===== src/rtl/ldl_sfifo_v2.sv =====
// ldl_sfifo_v2: single-clock synchronous FIFO with an inferred simple dual-port
// RAM. AHEAD=0 gives a standard registered-read FIFO; AHEAD=1 gives a
// first-word-fall-through FIFO built from a two-stage prefetch pipeline
// (RAM read register, then output register).
//
// Handshake: a write is taken on a rising edge when we=1, full=0, flush=0 and
// rst=1; a read/pop is taken when re=1, empty=0, flush=0 and rst=1. Requests
// that are not taken have no effect other than setting the sticky error flags.
module ldl_sfifo_v2 #(
    parameter int DW    = 8,
    parameter int AW    = 8,
    parameter int AHEAD = 0,
    parameter int AF_TH = (1 << AW) - 2,
    parameter int AE_TH = 1
) (
    input  logic          clk,
    input  logic          rst,
    input  logic          flush,
    input  logic          we,
    input  logic [DW-1:0] din,
    input  logic          re,
    output logic [DW-1:0] dout,
    output logic          empty,
    output logic          full,
    output logic          almost_full,
    output logic          almost_empty,
    output logic [AW:0]   cnt,
    output logic          overflow,
    output logic          underflow,
    input  logic          clr_err
);

    localparam int          DEPTH    = 1 << AW;
    localparam bit          FWFT     = (AHEAD != 0);
    localparam logic [AW:0] FULL_CNT = DEPTH[AW:0];
    localparam logic [AW:0] AF_C     = AF_TH[AW:0];
    localparam logic [AW:0] AE_C     = AE_TH[AW:0];
    localparam logic [AW:0] PTR_ONE  = {{AW{1'b0}}, 1'b1};

    // Storage and state
    logic [DW-1:0] r_mem [DEPTH];
    logic [AW:0]   r_wptr;
    logic [AW:0]   r_rptr;
    logic [DW-1:0] r_ram_q;   // registered RAM read port
    logic          r_ram_v;   // AHEAD=0: read completing next edge; AHEAD=1: stage-1 valid
    logic          r_ov;      // AHEAD=1 output register valid
    logic [DW-1:0] r_dout;
    logic          r_ovf;
    logic          r_udf;

    // Decoded control
    logic [AW:0]   w_cnt;
    logic          w_full;
    logic          w_empty;
    logic          w_wr_acc;
    logic          w_pop;
    logic          w_ram_rd;
    logic          w_out_ld;
    logic          w_ovf_set;
    logic          w_udf_set;

    // Occupancy and status decodes, all from registered state
    always_comb begin
        w_cnt   = r_wptr - r_rptr;
        w_full  = (w_cnt == FULL_CNT);
        w_empty = FWFT ? ~r_ov : (w_cnt == '0);
    end

    // Accept logic, RAM read enable and output register load
    always_comb begin
        w_wr_acc  = we & ~w_full & ~flush & rst;
        w_ovf_set = we & w_full & ~flush;
        w_udf_set = re & w_empty & ~flush;
        w_pop     = re & ~w_empty & ~flush & rst;
        w_ram_rd  = 1'b0;
        w_out_ld  = 1'b0;
        if (FWFT) begin
            // Output register takes stage 1 when it is free or being popped;
            // stage 1 refills from RAM when it is free or moving forward.
            w_out_ld = r_ram_v & (~r_ov | w_pop) & ~flush;
            w_ram_rd = (w_cnt != '0) & (~r_ram_v | w_out_ld) & ~flush & rst;
        end else begin
            // A pop reads RAM now; the word reaches dout one edge later.
            w_ram_rd = w_pop;
            w_out_ld = r_ram_v & ~flush;
        end
    end

    // Write and read pointers; flush returns both to zero
    always_ff @(posedge clk or negedge rst) begin
        if (!rst) begin
            r_wptr <= '0;
            r_rptr <= '0;
        end else if (flush) begin
            r_wptr <= '0;
            r_rptr <= '0;
        end else begin
            if (w_wr_acc) r_wptr <= r_wptr + PTR_ONE;
            if (w_ram_rd) r_rptr <= r_rptr + PTR_ONE;
        end
    end

    // RAM write port and registered read port (contents never reset)
    always_ff @(posedge clk) begin
        if (w_wr_acc) r_mem[r_wptr[AW-1:0]] <= din;
        if (w_ram_rd) r_ram_q <= r_mem[r_rptr[AW-1:0]];
    end

    // Read pipeline valid bits
    always_ff @(posedge clk or negedge rst) begin
        if (!rst) begin
            r_ram_v <= 1'b0;
            r_ov    <= 1'b0;
        end else if (flush) begin
            r_ram_v <= 1'b0;
            r_ov    <= 1'b0;
        end else if (FWFT) begin
            if (w_ram_rd)      r_ram_v <= 1'b1;
            else if (w_out_ld) r_ram_v <= 1'b0;
            if (w_out_ld)      r_ov <= 1'b1;
            else if (w_pop)    r_ov <= 1'b0;
        end else begin
            r_ram_v <= w_ram_rd;
            r_ov    <= 1'b0;
        end
    end

    // Output data register; holds between loads and across flush
    always_ff @(posedge clk or negedge rst) begin
        if (!rst) begin
            r_dout <= '0;
        end else if (w_out_ld) begin
            r_dout <= r_ram_q;
        end
    end

    // Sticky error flags; a new event wins over clr_err
    always_ff @(posedge clk or negedge rst) begin
        if (!rst) begin
            r_ovf <= 1'b0;
            r_udf <= 1'b0;
        end else begin
            if (w_ovf_set)    r_ovf <= 1'b1;
            else if (clr_err) r_ovf <= 1'b0;
            if (w_udf_set)    r_udf <= 1'b1;
            else if (clr_err) r_udf <= 1'b0;
        end
    end

    // Output drive
    always_comb begin
        dout         = r_dout;
        empty        = w_empty;
        full         = w_full;
        cnt          = w_cnt;
        almost_full  = (w_cnt >= AF_C);
        almost_empty = (w_cnt <= AE_C);
        overflow     = r_ovf;
        underflow    = r_udf;
    end

endmodule


===== config.mk =====
export PLATFORM = sky130hd
export DESIGN_NAME = ldl_sfifo_v2
export DESIGN_NICKNAME = d
export VERILOG_FILES = /design/src/rtl/ldl_sfifo_v2.sv
export SDC_FILE = /design/constraint.sdc
export NUM_CORES = 2
export LEC_CHECK = 0
export CORE_MARGIN = 3
export CORE_UTILIZATION = 55
export DETAILED_ROUTE_END_ITERATION = 8
export MAX_ROUTING_LAYER = met4
export PLACE_DENSITY = 0.8
export SYNTH_ARGS = -nofsm -noshare
export SYNTH_HDL_FRONTEND = slang
export SYNTH_SLANG_ARGS = --single-unit
export TNS_END_PERCENT = 10

===== constraint.sdc =====
create_clock -name clk -period 6.55 [get_ports clk]
set_clock_uncertainty 0.1 [all_clocks]
set_input_delay 1.31 -clock clk [delete_from_list [all_inputs] [get_ports clk]]
set_output_delay 1.31 -clock clk [all_outputs]
set_load 0.05 [all_outputs]

==> out/results.tsv <==
stage	metric	value	unit
status	status	finished clean	
floorplan	core area	0.148	mm²
global_route	Congestion Overflow GR	0	
logic_synthesis	Seq/Total Area, Yosys	76.2	%
logic_synthesis	top-count cell post-synth	edfxtp_1	
timing	Hold Vio Cnt, Final	0	
global_route	first-pass GRT wire length	307	mm
timing	Worst-Margin Slew	1.41	ns
worst_setup_path	max incr delay on CP	0.62	ns
floorplan	Cell Rows	141	
drt	met2 wire length	98.6	mm
cts	maximum clock insertion buffer count	3	
place	Final HPWL DP	121	mm
timing	Fmax	166	MHz
logic_synthesis	share of the synthesized area in the top cell type	75.3	%
drt	Antenna Violating Nets Remaining	0	
timing	Setup WS post-layout	0.533	ns
worst_setup_path	crit path launch type	register	
finish	area of the multi-input gates	0.0183	mm²
worst_setup_path	worst r2r dst	r_mem[36][2]$_DFFE_PP_	
worst_setup_path	CP Class	register to output pin	
worst_setup_path	CP Cell Sequence	inv_2 > buf_4 > ha_1 > nor2b_4 > o21a_1 > or3_1 > a2111o_1 > a2111o_1 > nor2_1 > buf_12	
global_route	GR Util All Layers	28.9	%
global_route	vias in the first global route	42300	
logic_synthesis	Synthesized Nets	4072	
worst_setup_path	CP delay by family, top	simple AND/OR/NAND/NOR gates	
drt	Via density	6.92	
cts	latest clock arrival within the worst-skew pair	0.83	ns
worst_setup_path	CP max stage cell	nor2_1	
place	gpl congestion	0.954	
cts	H-tree Lvls	4	
cts	hold_buf cts	0	
cts	post-CTS sizing	0	
cts	Clock Root Buffer	clkbuf_16	
timing	setup TNS	0	ns
worst_setup_path	R2R Setup Slk	1.15	ns
logic_synthesis	Mapped Cells	4043	
min_path	Hold Path Sink	dout[3]$_DFFE_PN0P_	
pwr	total power	28.8	mW
logic_synthesis	syn_area_per_cell	20.3	µm²
min_path	HP Class	register to register	
logic_synthesis	synth cell count leaders	edfxtp_1, mux4_2, nor2_1	
job	maxcap violations	0	
place	dpl ws	1.31	ns
place	IO buf count	36	
worst_setup_path	worst-path fanout max	26	
floorplan	Die Y	392	µm
cts	CTS tree	built	
logic_synthesis	top post-synthesis cells by area	edfxtp_1, mux4_2, mux2i_1	
worst_setup_path	worst path bufs/invs	3	
cts	clk sinks	2085	
logic_synthesis	Synth async-reset ratio	1.39	%
logic_synthesis	Syn Std Cell Area	0.0820	mm²
timing	Rel. slew slack	4.68	%
drt	WL per Instance	34.4	µm
worst_setup_path	Setup crit end kind	output pin	
logic_synthesis	post-synth cell types	68	
drt	drt pass-1 iters	7	
timing	Final Setup Violations	0	
logic_synthesis	Post-synth EDFFs	2056	
finish	nets@finish	4146	
global_route	initial antenna violation count	11	
worst_setup_path	number of cells on the worst reg-to-reg path	12	
timing	Final Max Slew Viols	0	
finish	Layout area overhead	10.5	%
floorplan	io pins	37	
finish	Sequential Area	0.0625	mm²
cts	Reg clk slew, reported paths	0.06	ns
timing	Period minus WS final	6.02	ns
logic_synthesis	leading area contributor after synthesis	edfxtp_1	
floorplan	chip width	392	µm
pwr	Leakage	27.6	nW
drt	vias after detailed routing	43000	
worst_setup_path	crit path from	r_rptr[1]$_DFFE_PN0P_	
min_path	Hold Startpoint	r_ram_q[3]$_DFFE_PP_	
finish	fill count	9513	
finish	share of cells above drive strength 1	20.2	%
cts	postcts setup bufs	0	
drt	DRC Markers	0	
worst_setup_path	CP required	5.14	ns
timing	final period utilization	91.9	%
drt	Top Layer Used	met4	
min_path	Hold Path Depth	1	
drt	drt total wl	213	mm
timing	RSZ-0062 raised after global routing	false	
worst_setup_path	worst reg2reg startpoint	r_rptr[0]$_DFFE_PN0P_	
pwr	P per Cell Area	318	mW/mm²
worst_setup_path	most frequent CP cell	a2111o_1	
cts	CTS Buf Count	194	
logic_synthesis	warning count from the yosys run	0	
pwr	Max VDD drop	312	µV
drt	met3 wire length	28.5	mm
drt	DR iter-0 viols	6925	
floorplan	Starting Density	55.4	%
floorplan	Die Area	0.154	mm²
worst_setup_path	WP data arrival	4.61	ns
drt	DRT met1 WL	75.4	mm
logic_synthesis	Seq cells post-synth	2085	
logic_synthesis	Synth Flop Type	edfxtp_1	
global_route	largest net degree at the start of global routing	206	
## power by group
group | switching (mW) | leakage [nW] | internal (mW)
Clock | 4.83 | 3.01 | 6.21
Combinational | 1.82 | 5.71 | 1.24
Sequential | 0.0565 | 18.9 | 14.7
Total | 6.70 | 27.6 | 22.1
## through the flow
| step | util, % | hold WS, ns | cells | cell area (µm²) |
|---|---|---|---|---|
| 4_1_cts | 61.2 | 0.387 | 6204 | 90600 |
| 3_5_place_dp | 57.1 | 0.367 | 5851 | 84500 |
| 2_1_floorplan | - | 0.354 | 4043 | 82000 |
| 5_1_grt | 61.2 | 0.389 | 6213 | 90600 |
| 6_report | 61.2 | 0.383 | 6214 | 90600 |
| 3_3_place_gp | 57.1 | 0.365 | 5851 | 84500 |
## area by class of cell
class / count / share of cell area, %
sequential: 2085 / 68.9
clock buffer: 252 / 5.77
inverter: 14 / 0.0635
timing repair buffer: 110 / 1.33
antenna: 10 / 0.0276
clock inverter: 101 / 1.02
multi-input combinational: 1712 / 20.2
tap: 1930 / 2.66
## flip-flops by register name, summed over array words and instances, names as in the netlist
register,count
r_mem,2048
r_wptr,9
r_ram_q,8
overflow,1
r_rptr,9
dout,8
r_ram_v,1
underflow,1
## worst max path at each step
stage,cells after the start,to
floorplan,12,empty
global placement,12,r_mem[52][6]$_DFFE_PP_
detailed placement,12,r_mem[36][4]$_DFFE_PP_
CTS,10,empty
global route,10,full
finish,10,almost_empty
## routing by layer
layer  up-vias  global-route usage, %
met2      3505                   42.3
met5         -                      -
met3       599                   7.87
li1      16800                      -
met4         0                   12.4
met1     22100                   38.7
## placed cells by master, fill, tap and decap left out, types with 24 or more instances in the layout
cell type / instances
clkinv_2: 35
nand2_1: 175
clkbuf_1: 47
nor2_1: 311
edfxtp_1: 2056
nor3_1: 33
nand3_1: 30
o21ai_0: 51
mux2i_1: 243
mux4_2: 450
clkbuf_16: 198
a21oi_1: 60
a22oi_1: 27
dfrtp_1: 24
buf_4: 57
a221oi_1: 54
clkinv_1: 31
## kinds of logic after synthesis
| family | after synthesis | synth area share (%) |
|---|---|---|
| mux | 709 | 15.5 |
| fa+ha+maj | 15 | 0.238 |
| flops | 2085 | 76.2 |
| buf+inv | 246 | 1.60 |
| compound gates | 338 | 2.99 |
| simple gates | 641 | 3.38 |
| xor+xnor | 9 | 0.0961 |
Note: power is estimated with default switching activity, not from simulation.
